[src/rtl/i2c_cmd_pkg.sv]
// i2c_cmd_pkg: i2c_master command encoding and arbiter state encoding.
package i2c_cmd_pkg;
  localparam logic [3:0] CMD_START = 4'b0001;
  localparam logic [3:0] CMD_WRITE = 4'b0010;
  localparam logic [3:0] CMD_READ  = 4'b0100;
  localparam logic [3:0] CMD_STOP  = 4'b1000;
  localparam int STOP_BIT = 3;
  typedef enum logic [1:0] {IDLE, GRANT, BUSY} state_t;
endpackage

[src/rtl/rr_pick.sv]
// rr_pick: first set request at or above ptr, wrapping modulo N, as a one-hot winner.
module rr_pick #(
  parameter int N  = 2,
  parameter int PW = 1
) (
  input  logic [N-1:0]  req,
  input  logic [PW-1:0] ptr,
  output logic [N-1:0]  win,
  output logic          valid
);
  always_comb begin
    win   = '0;
    valid = 1'b0;
    for (int k = 0; k < N; k++) begin
      if (!valid && req[(int'(ptr) + k) % N]) begin
        win[(int'(ptr) + k) % N] = 1'b1;
        valid = 1'b1;
      end
    end
  end
endmodule

[src/rtl/i2c_bus_arbiter.sv]
// i2c_bus_arbiter: per-transaction round-robin sharing of one i2c_master, with an idle-owner watchdog.
module i2c_bus_arbiter
  import i2c_cmd_pkg::*;
#(
  parameter int N_REQ       = 2,
  parameter int TIMEOUT_CYC = 50000,
  parameter int TO_W        = 16
) (
  input  logic                 clk,
  input  logic                 rst_n,
  input  logic [N_REQ-1:0]     s_req,
  input  logic [4*N_REQ-1:0]   s_cmd,
  input  logic [8*N_REQ-1:0]   s_din,
  output logic [N_REQ-1:0]     s_done,
  output logic [7:0]           s_dout,
  output logic                 s_ack,
  output logic [N_REQ-1:0]     grant,
  output logic                 busy,
  output logic                 timeout_err,
  output logic                 m_req,
  output logic [3:0]           m_cmd,
  output logic [7:0]           m_din,
  input  logic                 m_done,
  input  logic [7:0]           m_dout,
  input  logic                 m_slave_ack
);
  localparam int PW = $clog2(N_REQ);

  state_t            st_q, st_d;
  logic [N_REQ-1:0]  grant_d, s_done_d, win;
  logic [PW-1:0]     own_q, own_d, rr_q, rr_d, win_idx, own_nxt;
  logic [TO_W-1:0]   wd_q, wd_d;
  logic [3:0]        m_cmd_d;
  logic [7:0]        m_din_d, s_dout_d;
  logic              m_req_d, to_d, s_ack_d, win_v;

  // The finishing owner's request is still up in its s_done cycle; masking it stops a re-issue.
  rr_pick #(.N(N_REQ), .PW(PW)) u_pick (
    .req   (s_req & ~s_done),
    .ptr   (rr_q),
    .win   (win),
    .valid (win_v)
  );

  assign busy    = |grant;
  assign own_nxt = (own_q == PW'(N_REQ - 1)) ? '0 : own_q + 1'b1;

  always_comb begin
    win_idx = '0;
    for (int i = 0; i < N_REQ; i++) if (win[i]) win_idx = PW'(i);
  end

  always_comb begin
    st_d     = st_q;
    grant_d  = grant;
    own_d    = own_q;
    rr_d     = rr_q;
    wd_d     = wd_q;
    m_req_d  = 1'b0;
    to_d     = 1'b0;
    s_done_d = '0;
    m_cmd_d  = m_cmd;
    m_din_d  = m_din;
    s_dout_d = s_dout;
    s_ack_d  = s_ack;
    case (st_q)
      IDLE: if (win_v) begin
        st_d    = BUSY;
        grant_d = win;
        own_d   = win_idx;
        m_req_d = 1'b1;
        m_cmd_d = s_cmd[4*win_idx +: 4];
        m_din_d = s_din[8*win_idx +: 8];
      end
      GRANT: if (s_req[own_q] && !(|s_done)) begin
        st_d    = BUSY;
        m_req_d = 1'b1;
        m_cmd_d = s_cmd[4*own_q +: 4];
        m_din_d = s_din[8*own_q +: 8];
      end else if (wd_q == TO_W'(TIMEOUT_CYC - 1)) begin
        st_d    = IDLE;
        grant_d = '0;
        rr_d    = own_nxt;
        to_d    = 1'b1;
      end else begin
        wd_d = wd_q + 1'b1;
      end
      BUSY: if (m_done) begin
        s_done_d = grant;
        s_dout_d = m_dout;
        s_ack_d  = m_slave_ack;
        wd_d     = '0;
        st_d     = m_cmd[STOP_BIT] ? IDLE : GRANT;
        grant_d  = m_cmd[STOP_BIT] ? '0 : grant;
        rr_d     = m_cmd[STOP_BIT] ? own_nxt : rr_q;
      end
      default: st_d = IDLE;
    endcase
  end

  always_ff @(posedge clk or negedge rst_n) begin
    if (!rst_n) begin
      st_q        <= IDLE;
      grant       <= '0;
      own_q       <= '0;
      rr_q        <= '0;
      wd_q        <= '0;
      m_req       <= 1'b0;
      timeout_err <= 1'b0;
      s_done      <= '0;
      m_cmd       <= '0;
      m_din       <= '0;
      s_dout      <= '0;
      s_ack       <= 1'b0;
    end else begin
      st_q        <= st_d;
      grant       <= grant_d;
      own_q       <= own_d;
      rr_q        <= rr_d;
      wd_q        <= wd_d;
      m_req       <= m_req_d;
      timeout_err <= to_d;
      s_done      <= s_done_d;
      m_cmd       <= m_cmd_d;
      m_din       <= m_din_d;
      s_dout      <= s_dout_d;
      s_ack       <= s_ack_d;
    end
  end
endmodule

[config.mk]
export PLATFORM = sky130hd
export DESIGN_NAME = i2c_bus_arbiter
export DESIGN_NICKNAME = d
export VERILOG_FILES = /design/src/rtl/i2c_cmd_pkg.sv /design/src/rtl/rr_pick.sv /design/src/rtl/i2c_bus_arbiter.sv
export SDC_FILE = /design/constraint.sdc
export NUM_CORES = 1
export LEC_CHECK = 0
export ABC_AREA = 1
export CAP_MARGIN = 20
export CORE_MARGIN = 5
export CORE_UTILIZATION = 35
export CTS_CLUSTER_SIZE = 10
export DETAILED_ROUTE_END_ITERATION = 6
export PLACE_DENSITY = 0.61
export SYNTH_ARGS = -nofsm -noshare
export SYNTH_HDL_FRONTEND = slang
export SYNTH_HIERARCHICAL = 1
export SYNTH_SLANG_ARGS = --single-unit
[constraint.sdc]
create_clock -name clk -period 1.84 [get_ports clk]
set_clock_uncertainty 0.2 [all_clocks]
set_input_delay 0.552 -clock clk [delete_from_list [all_inputs] [get_ports clk]]
set_output_delay 0.552 -clock clk [all_outputs]
set_load 0.05 [all_outputs]
==> impl_metrics.py, run 1 <==
metrics = {
    "status": {
        "status": "complete, but fails checks",
        "violated_checks": "negative setup slack",
    },
    "worst_setup_path": {
        "path_common_cell": "sky130_fd_sc_hd__inv_2",
        "rr_startpoint": "st_q[1]",
        "critical_path.cell_chain": "inv_2, buf_6, ha_4, inv_2, nor2_2, inv_2, o21ai_2, nor2_4, buf_12, buf_16, a21oi_2",
        "timing.critical_path.slowest_cell_delay_ps": 390,
        "arrival_ps": 1840,
        "setup.worst_path.class": "register to register",
        "r2r-end": "m_cmd[0]",
        "timing.reg2reg.worst_path_depth": 11,
        "register_to_register_setup_slack_ps": -0.5,
        "cpMaxStageDelayCell": "sky130_fd_sc_hd__dfrtp_1",
        "crit_fanout": 6,
        "worst-endpoint-required_ps": 1840,
        "worst_setup_path_start_kind": "register",
        "worst_setup_path_end_kind": "register",
        "crit_start": "st_q[1]",
    },
    "grt": {
        "grt_total_usage_pct": 17.1,
        "grt_max_degree": 25,
        "wire_length_of_the_first_global_routing_pass_mm": 13.5,
        "first_global_vias": 2829,
        "grt_antenna_before_repair": 0,
        "grt_overflow": 0,
    },
    "sta": {
        "worst_pin_slew_ps": 319,
        "rsz0062_at_grt": "true",
        "final_min_period_over_clock_period_pct": 100,
        "min_setup_slack_post_route_ps": -0.484,
        "final_hold_viol_count": 0,
        "slew_headroom_pct": 78.8,
        "hold_ws_ps": 26.2,
        "timing.final.crit_period_ps": 1840,
        "finalMaxSlewViolations": 0,
        "setup-tns-final_ps": -0.942,
        "timing.final.setup_violations": 2,
        "fmax_ghz": 0.543,
    },
    "pwr": {
        "power_density_nw_per_um2": 1720,
        "total_power_w": 0.00793,
        "ir_drop_mv": 1.25,
        "static-leakage-power_nw": 2.10,
    },
    "synthesis": {
        "synthFlopType": "sky130_fd_sc_hd__dfrtp_1",
        "postSynth.asyncResetShare_pct": 100,
        "synthesis.area_um2": 2770,
        "largest_family_of_logic_cells_by_synthesized_area": "simple AND/OR/NAND/NOR gates",
        "yosys.area_share.simple_pct": 30.1,
        "postSynthCellCount": 363,
        "synth_unique_cells": 29,
        "synth_adder_area_share_pct": 2.26,
        "yosys_register_bits": 47,
        "synthTopCellsByArea": "sky130_fd_sc_hd__dfrtp_1 42%, sky130_fd_sc_hd__nand2_1 14%, sky130_fd_sc_hd__inv_1 6.2%",
        "yosys.area_share.xor_xnor_pct": 0.632,
        "mappedNetlistNets": 406,
        "yosys-top-cells-count": "101 x sky130_fd_sc_hd__nand2_1, 47 x sky130_fd_sc_hd__dfrtp_1, 46 x sky130_fd_sc_hd__inv_1, 44 x sky130_fd_sc_hd__nor2_1, 26 x sky130_fd_sc_hd__nand3_1",
        "synthDominantAreaCellType": "sky130_fd_sc_hd__dfrtp_1",
        "synth.top_cell.area_share_pct": 42.5,
        "count_of_flip_flops_with_a_built_in_enable_after_synthesis": 0,
        "synth_compound_area_share_pct": 11.3,
        "muxShareOfSynthArea_pct": 3.66,
        "synthesis.area_per_instance_um2": 7.63,
        "yosysSeqAreaShare_pct": 42.5,
        "most_frequent_cell_after_synthesis": "sky130_fd_sc_hd__nand2_1",
        "ys_warn_count": 6,
    },
    "detailed_routing": {
        "detail_route.vias_per_cell": 4.76,
        "first_iter_violations": 105,
        "antenna_violating_nets_post_route": 0,
        "drc": 0,
        "firstDrtPassIters": 4,
        "route.final.wire_length_mm": 8.05,
        "detail_route.wl_per_cell_um": 13.9,
        "vias": 2749,
    },
    "clock_network": {
        "ctsRootBufferMaster": "sky130_fd_sc_hd__clkbuf_8",
        "clock_tree.buffer_depth": 2,
        "insertion_delay_ps": 310,
        "cts-htree-levels": 2,
        "cts_made_buffers": 5,
        "clkSlewWorstSetupHoldPaths_ps": 110,
        "hold_buffers": 0,
        "cts.sinks": 47,
        "tritoncts_clock_tree": "done",
    },
    "floorplan": {
        "fp.dieArea_um2": 9790,
        "io_pins": 66,
        "row_count": 32,
        "dieWidth_um": 99.0,
        "floorplan.die.height_um": 99.0,
        "start_util_pct": 35.8,
        "placeableCoreArea_um2": 7730,
    },
    "layout": {
        "synthToLayoutAreaGrowth_pct": 66.9,
        "design.final.nets": 517,
        "multi_input_comb_area_um2": 1530,
        "nFillCells": 634,
        "ratio_of_cells_with_drive_above_1_in_the_final_layout_pct": 39.2,
        "seqCellArea_um2": 1180,
        "diodes": 0,
        "final_cells": 577,
    },
    "placement": {
        "place.detailed.instances": 548,
        "finalWeightedCongestion": 0.847,
        "buffer_ports.inserted": 65,
        "dp_hpwl_mm": 5.50,
    },
    "run": {
        "maxCapViolations": 0,
    },
    "hold_path": {
        "min_path_type": "primary input to asynchronous set/reset pin",
    },
}
-- per-layer routing --
layer | up-vias | GRT usage, % | wire length, um | share of wire, %
met5 | - | 0 | 0 | 0
met4 | 0 | 3.78 | 63 | 0.78
met3 | 5 | 4.53 | 403 | 5.0
met2 | 54 | 28.6 | 4100 | 51
met1 | 1317 | 22.0 | 3480 | 43
li1 | 1373 | - | - | -
-- timing repair --
| action | CTS | global route |
|---|---|---|
| pin swaps | 13 | 8 |
| resized for setup | 69 | 27 |
| setup buffers | 15 | 2 |
| setup endpoints to repair | 35 | 39 |
| gates cloned | 6 | 0 |
-- sequential cells by signal, indices dropped and copies added, names as in the netlist --
signal       cells
s_ack            1
s_dout           8
m_req            1
st_q             2
s_done           2
rr_q             1
own_q            1
grant            2
timeout_err      1
m_cmd            4
wd_q            16
m_din            8
-- critical path: cells and delay by family, from the launching register on --
family | cells | cell delay [ps]
adder cells (fa/ha/maj) | 1 | 150
flip-flops | 1 | 390
buffers and inverters | 6 | 570
AO/OA/AOI/OAI | 2 | 110
AND/OR/NAND/NOR | 2 | 300
-- per-stage QoR --
step           cell area [um^2]  util (%)  worst slack, ps
5_1_grt                    4620      59.8            -76.8
3_3_place_gp               4030      52.1             -527
3_5_place_dp               4030      52.1             -585
2_1_floorplan              2780         -             3.59
6_report                   4620      59.8           -0.484
4_1_cts                    4530      58.6             2.62
-- power by group --
part | internal [W] | switching [W]
Clock | 0.000308 | 0.000387
Sequential | 0.00138 | 0.000379
Combinational | 0.00275 | 0.00273
Total | 0.00444 | 0.00349
-- placed cells by master (no fill, tap or decap), types with 2 or more instances in the layout --
cell type                         instances
sky130_fd_sc_hd__a21oi_1                  3
sky130_fd_sc_hd__a21oi_2                 11
sky130_fd_sc_hd__buf_12                  34
sky130_fd_sc_hd__buf_16                   6
sky130_fd_sc_hd__buf_2                    2
sky130_fd_sc_hd__buf_4                   34
sky130_fd_sc_hd__buf_6                    4
sky130_fd_sc_hd__clkbuf_8                 6
sky130_fd_sc_hd__clkdlybuf4s50_1         34
sky130_fd_sc_hd__dfrtp_1                 43
sky130_fd_sc_hd__dfrtp_2                  4
sky130_fd_sc_hd__ha_1                     2
sky130_fd_sc_hd__ha_4                     3
sky130_fd_sc_hd__inv_1                   36
sky130_fd_sc_hd__inv_2                   11
sky130_fd_sc_hd__mux2_2                   9
sky130_fd_sc_hd__nand2_1                 92
sky130_fd_sc_hd__nand2_2                 10
sky130_fd_sc_hd__nand2_4                  2
sky130_fd_sc_hd__nand3_1                 26
sky130_fd_sc_hd__nand3_4                  2
sky130_fd_sc_hd__nand4_1                  6
sky130_fd_sc_hd__nor2_1                  34
sky130_fd_sc_hd__nor2_2                   8
sky130_fd_sc_hd__nor2_4                   5
sky130_fd_sc_hd__o21ai_0                  5
sky130_fd_sc_hd__o21ai_1                  3
sky130_fd_sc_hd__o21ai_2                 26
sky130_fd_sc_hd__or2_2                    3
-- logic make-up (layout without fill, tap and decap cells) --
kind of cell | after synthesis | count (layout)
AO/OA/AOI/OAI | 51 | 51
XOR/XNOR | 2 | 2
adder cells (fa/ha/maj) | 5 | 5
buffers and inverters | 59 | 171
flip-flops | 47 | 47
multiplexers | 9 | 9
AND/OR/NAND/NOR | 190 | 190
-- how the worst max path moves through the flow --
stage,end,slack [ps]
global route,m_din[4],-80
global placement,m_cmd[1],-530
floorplan,m_cmd[0],4
CTS,s_dout[6],3
detailed placement,m_cmd[3],-580
finish,m_cmd[0],-0.5
-- layout make-up --
| type | count | area share [%] |
|---|---|---|
| flip-flops and latches | 47 | 25.5 |
| inverters | 48 | 3.90 |
| well taps | 102 | 2.76 |
| clock inverters | 2 | 0.352 |
| repair buffers | 115 | 32.5 |
| clock buffers | 6 | 1.79 |
| multi-input cells | 257 | 33.2 |
Note: power is estimated with default switching activity, not from simulation.
==> inputs of run 2 (changes only) <==
- CORE_MARGIN: 5 -> 10
- SLEW_MARGIN: default -> 40
==> run 2 against run 1 <==
  * The flow now finishes without violations
  * Non-clock buffer count is 14 lower
  * Setup slack improved by 24 ps
  * Via count decreased by 4.4%
  * Total power is 11% lower
  * Flip-flop and latch count stayed put
  * Sequential share of layout area increased by 1.7 points
  * Core utilization is 3.9 points lower
  * Critical endpoint is now m_din[7]
==> impl_metrics.py, run 2 (synthesis gave the netlist of run 1 again) <==
metrics = {
    "sta": {
        "min_setup_slack_post_route_ps": 23.4,
        "fmax_ghz": 0.550,
        "worst_pin_slew_ps": 272,
        "final_hold_viol_count": 0,
        "final_min_period_over_clock_period_pct": 98.7,
        "finalMaxSlewViolations": 0,
        "hold_ws_ps": 32.8,
        "timing.final.setup_violations": 0,
        "rsz0062_at_grt": "true",
        "timing.final.crit_period_ps": 1820,
        "slew_headroom_pct": 81.8,
    },
    "worst_setup_path": {
        "worst-endpoint-required_ps": 1820,
        "timing.critical_path.slowest_cell_delay_ps": 240,
        "worst_setup_path_end_kind": "register",
        "cpMaxStageDelayCell": "sky130_fd_sc_hd__dlygate4sd2_1",
        "crit_buf_inv": 4,
        "setup.worst_path.class": "primary input to register",
        "path_delay_family": "simple AND/OR/NAND/NOR gates",
        "crit_fanout": 6,
        "critical_path.cell_chain": "dlygate4sd2_1, inv_2, nor2_4, or2_4, nor2_2, inv_2, o21ai_2, nor2_4, clkbuf_16, nor2_1, a21oi_1",
        "worst_setup_path_start_kind": "primary input",
        "arrival_ps": 1800,
    },
    "detailed_routing": {
        "drc": 0,
        "detail_route.wl_per_cell_um": 13.4,
        "vias": 2629,
        "first_iter_violations": 100,
        "route.final.wire_length_mm": 7.56,
        "detail_route.vias_per_cell": 4.67,
        "antenna_violating_nets_post_route": 0,
        "firstDrtPassIters": 4,
    },
    "floorplan": {
        "placeableCoreArea_um2": 7730,
        "row_count": 32,
        "fp.dieArea_um2": 11900,
        "dieWidth_um": 109,
        "io_pins": 66,
        "start_util_pct": 35.8,
        "floorplan.die.height_um": 109,
    },
    "pwr": {
        "pwr-share-clk_pct": 8.5,
        "internal_power_component_w": 0.00392,
        "pwr-share-comb_pct": 66.8,
        "switching_share_pct": 44.4,
        "ir_drop_mv": 1.13,
        "power_density_nw_per_um2": 1630,
        "p_switching_w": 0.00313,
        "static-leakage-power_nw": 1.98,
        "seqPwrFrac_pct": 24.6,
    },
    "layout": {
        "ratio_of_cells_with_drive_above_1_in_the_final_layout_pct": 30.2,
        "final_cells": 563,
        "multi_input_comb_area_um2": 1410,
        "layout_commonest_cell": "sky130_fd_sc_hd__nand2_1",
        "utilization_pct": 55.9,
        "design.final.nets": 503,
        "nFillCells": 667,
        "finalInstanceArea_um2": 4320,
        "biggestRegsByFlops": "wd_q: 16 flops, m_din: 8 flops, s_dout: 8 flops",
        "largest-register": "wd_q",
        "synthToLayoutAreaGrowth_pct": 56.1,
        "seqCellArea_um2": 1180,
        "final_cell_mix": "94 x sky130_fd_sc_hd__nand2_1, 45 x sky130_fd_sc_hd__dfrtp_1, 39 x sky130_fd_sc_hd__nor2_1",
        "diodes": 0,
        "number_of_flip_flops_under_the_largest_register_name": 16,
    },
    "run": {
        "maxCapViolations": 0,
    },
    "clock_network": {
        "cts.sinks": 47,
        "clkSlewWorstSetupHoldPaths_ps": 90,
        "tritoncts_clock_tree": "done",
        "insertion_delay_ps": 290,
        "ctsRootBufferMaster": "sky130_fd_sc_hd__clkbuf_8",
        "cts-htree-levels": 2,
        "cts_made_buffers": 5,
        "clock_tree.buffer_depth": 2,
    },
    "grt": {
        "grt_overflow": 0,
        "wire_length_of_the_first_global_routing_pass_mm": 12.3,
        "grt_max_degree": 48,
        "grt_total_usage_pct": 12.7,
        "first_global_vias": 2653,
        "grt_antenna_before_repair": 0,
    },
    "placement": {
        "buffer_ports.inserted": 65,
        "dpl-instance-area_um2": 4000,
        "dpl_worst_slack_ps": -570,
        "finalWeightedCongestion": 0.882,
        "dp_hpwl_mm": 5.59,
        "place.detailed.instances": 542,
    },
    "status": {
        "status": "completed",
    },
    "hold_path": {
        "min_path_type": "primary input to asynchronous set/reset pin",
    },
}
run 2: final cells by class:
| cell class | count | share of cell area (%) |
|---|---|---|
| timing repair buffer | 101 | 31.0 |
| tap | 102 | 2.95 |
| clock buffer | 5 | 1.59 |
| sequential | 47 | 27.3 |
| clock inverter | 3 | 0.347 |
| inverter | 48 | 4.17 |
| multi-input combinational | 257 | 32.6 |
run 2: timing repair:
item                       4_1_cts  5_1_grt
setup endpoints to repair       33       35
hold buffers                     0        0
pin swaps                        3        4
cloned                           1        3
hold endpoints to repair         0        0
setup buffers                    2        7
resized for setup                9       32
run 2: power groups by stage:
stage               Sequential [W]  Combinational, W  Clock [W]
floorplan                  0.00249           0.00147          0
global placement           0.00174           0.00416          0
detailed placement         0.00175           0.00421          0
CTS                        0.00174           0.00435   0.000635
global route               0.00178           0.00505   0.000679
finish                     0.00174           0.00471   0.000601
run 2: final timing paths:
| kind | from | endpoint | slack [ps] | cells after the start |
|---|---|---|---|---|
| setup / recovery | s_req[0] | m_din[7] | 20 | 11 |
| hold / removal | rst_n | wd_q[15] | 30 | 2 |
| setup reg to reg | st_q[1] | m_din[7] | 30 | 8 |
| hold reg to reg | grant[0] | s_done[0] | 330 | 2 |
| max in group asynchronous | rst_n | s_done[1] | 1180 | 2 |
| min in group clk | grant[0] | s_done[0] | 330 | 2 |
run 2: per-layer routing:
layer | GRT usage, % | vias up | wire length [um]
li1 | - | 1343 | -
met4 | 3.67 | 0 | 65
met2 | 19.1 | 58 | 3530
met1 | 16.3 | 1223 | 3330
met3 | 5.55 | 5 | 636
met5 | 0 | - | 0
run 2: metrics by stage:
| step | setup TNS [ps] | power, W |
|---|---|---|
| 4_1_cts | 0 | 0.00673 |
| 3_5_place_dp | -14940 | 0.00597 |
| 5_1_grt | -424 | 0.00751 |
| 3_3_place_gp | -14240 | 0.00590 |
| 6_report | 0 | 0.00705 |
| 2_1_floorplan | 0 | 0.00395 |
==> inputs of run 3 (changes only) <==
--- a/constraint.sdc
+++ b/constraint.sdc
@@ -3,3 +3,3 @@
 set_input_delay 0.552 -clock clk [delete_from_list [all_inputs] [get_ports clk]]
 set_output_delay 0.552 -clock clk [all_outputs]
-set_load 0.05 [all_outputs]
+set_load 0.005 [all_outputs]
==> run 3 against run 2 <==
  * Total power shrank 27%
  * Critical endpoint is now m_din[6]
  * Largest cell class unchanged
  * Core utilization shrank 4.2 points
  * Global-route usage shrank 0.093 points
  * First-iteration DRC count increased by 23%
  * Clock power increased by 6.3%
  * Flip-flop and latch count stayed put
  * Sequential share of layout area increased by 2.2 points
  * Setup slack improved by 25 ps
  * Hold slack improved by 280 ps
==> impl_metrics.py, run 3 (synthesis gave the netlist of run 1 again) <==
metrics = {
    "status": {
        "status": "completed",
    },
    "sta": {
        "worst_pin_slew_ps": 406,
        "final_min_period_over_clock_period_pct": 97.4,
        "rsz0062_at_grt": "true",
        "slew_headroom_pct": 73.0,
        "final_hold_viol_count": 0,
        "fmax_ghz": 0.558,
        "hold_ws_ps": 308,
        "timing.final.crit_period_ps": 1790,
        "timing.final.setup_violations": 0,
        "finalMaxSlewViolations": 0,
    },
    "clock_network": {
        "tritoncts_clock_tree": "done",
        "cts_made_buffers": 5,
        "clkSlewWorstSetupHoldPaths_ps": 90,
        "clock_tree.buffer_depth": 2,
        "insertion_delay_ps": 300,
        "ctsRootBufferMaster": "sky130_fd_sc_hd__clkbuf_8",
        "cts.sinks": 47,
        "cts-htree-levels": 2,
    },
    "worst_setup_path": {
        "cpMaxStageDelayCell": "sky130_fd_sc_hd__dfrtp_2",
        "worst_setup_path_end_kind": "register",
        "setup.worst_path.class": "register to register",
        "path_common_cell": "sky130_fd_sc_hd__inv_1",
        "critical_path.cell_chain": "inv_2, ha_1, inv_1, nor2_2, inv_1, o21ai_2, nor2_4, buf_12, nor2_1, a21oi_1",
        "timing.critical_path.slowest_cell_delay_ps": 450,
        "rr_startpoint": "st_q[0]",
        "arrival_ps": 1770,
        "crit_start": "st_q[0]",
        "crit_fanout": 24,
        "worst-endpoint-required_ps": 1820,
        "worst_setup_path_start_kind": "register",
    },
    "detailed_routing": {
        "detail_route.vias_per_cell": 4.67,
        "vias": 2630,
        "antenna_violating_nets_post_route": 0,
        "route.final.wire_length_mm": 7.44,
        "detail_route.wl_per_cell_um": 13.2,
        "first_iter_violations": 123,
        "drc": 0,
        "firstDrtPassIters": 4,
    },
    "layout": {
        "number_of_flip_flops_under_the_largest_register_name": 16,
        "final_cell_mix": "97 x sky130_fd_sc_hd__nand2_1, 46 x sky130_fd_sc_hd__dfrtp_1, 40 x sky130_fd_sc_hd__inv_1",
        "design.final.nets": 504,
        "synthToLayoutAreaGrowth_pct": 44.4,
        "largest-register": "wd_q",
        "layout_commonest_cell": "sky130_fd_sc_hd__nand2_1",
        "biggestRegsByFlops": "wd_q: 16 flops, m_din: 8 flops, s_dout: 8 flops",
        "final_cells": 563,
        "diodes": 0,
        "ratio_of_cells_with_drive_above_1_in_the_final_layout_pct": 22.6,
    },
    "run": {
        "maxCapViolations": 0,
    },
    "pwr": {
        "ir_drop_mv": 0.650,
        "static-leakage-power_nw": 1.87,
        "power_density_nw_per_um2": 1290,
        "total_power_w": 0.00515,
    },
    "floorplan": {
        "start_util_pct": 35.8,
        "row_count": 32,
        "floorplan.die.height_um": 109,
        "dieWidth_um": 109,
        "placeableCoreArea_um2": 7730,
        "io_pins": 66,
        "fp.dieArea_um2": 11900,
    },
    "hold_path": {
        "min_path_type": "register to register",
        "hold_path.startpoint": "s_dout[1]",
    },
    "grt": {
        "grt_antenna_before_repair": 0,
        "grt_max_degree": 33,
        "grt_total_usage_pct": 12.7,
        "first_global_vias": 2550,
        "wire_length_of_the_first_global_routing_pass_mm": 12.3,
        "grt_overflow": 0,
    },
    "placement": {
        "dp_hpwl_mm": 5.49,
        "place.detailed.instances": 539,
        "buffer_ports.inserted": 65,
        "finalWeightedCongestion": 0.885,
    },
}
## run 3: critical path: cells and delay by family (launching register included)
kind | cells | cell delay, ps
AOI/OAI and AO/OA | 2 | 130
adders and majority gates | 1 | 180
buffers and inverters | 4 | 400
DFF | 1 | 450
and+or+nand+nor | 3 | 300
## run 3: layer usage
| metal | vias up | track usage [%] | share of wire [%] |
|---|---|---|---|
| met5 | - | 0 | 0 |
| met4 | 0 | 3.95 | 0.85 |
| met3 | 2 | 3.60 | 6.1 |
| met2 | 56 | 19.8 | 49 |
| met1 | 1234 | 16.5 | 44 |
| li1 | 1338 | - | - |
## run 3: power by group
part | switching (W) | internal (W)
registers | 0.000211 | 0.00137
clock network | 0.000343 | 0.000296
logic | 0.00143 | 0.00149
## run 3: metrics by stage
stage | cell area, um^2 | setup slack (ps) | util [%] | TNS (ps)
after floorplan | 2770 | 19.7 | - | 0
after global placement | 3690 | -526 | 47.7 | -14560
after detailed placement | 3690 | -580 | 47.7 | -15080
after CTS | 3920 | 9.87 | 50.7 | 0
after global routing | 4000 | -41.3 | 51.8 | -363
final | 4000 | 48.5 | 51.8 | 0
## run 3: worst paths after layout
kind / end / slack [ps] / depth (start not counted)
setup / recovery: m_din[6] / 50 / 10
hold / removal: s_dout[1] / 310 / 1
setup reg to reg: m_din[6] / 50 / 10
hold reg to reg: s_dout[1] / 310 / 1
max in group asynchronous: st_q[0] / 420 / 3
min in group asynchronous: wd_q[15] / 510 / 2
## run 3: final cells by class
cell class                 instances  area [um^2]
inverter                          48          180
multi-input combinational        257         1410
timing repair buffer             102         1020
fill                             744         3730
clock inverter                     1         5.00
clock buffer                       6         82.6
tap                              102          128
sequential                        47         1180
## run 3: repair_timing
action	in CTS	in global routing
hold buffers	1	0
buffers inserted	7	6
endpoints found under the setup margin	70	42
resized for setup	58	21
hold endpoints to repair	15	0
cloned	3	0
pin swaps	8	7
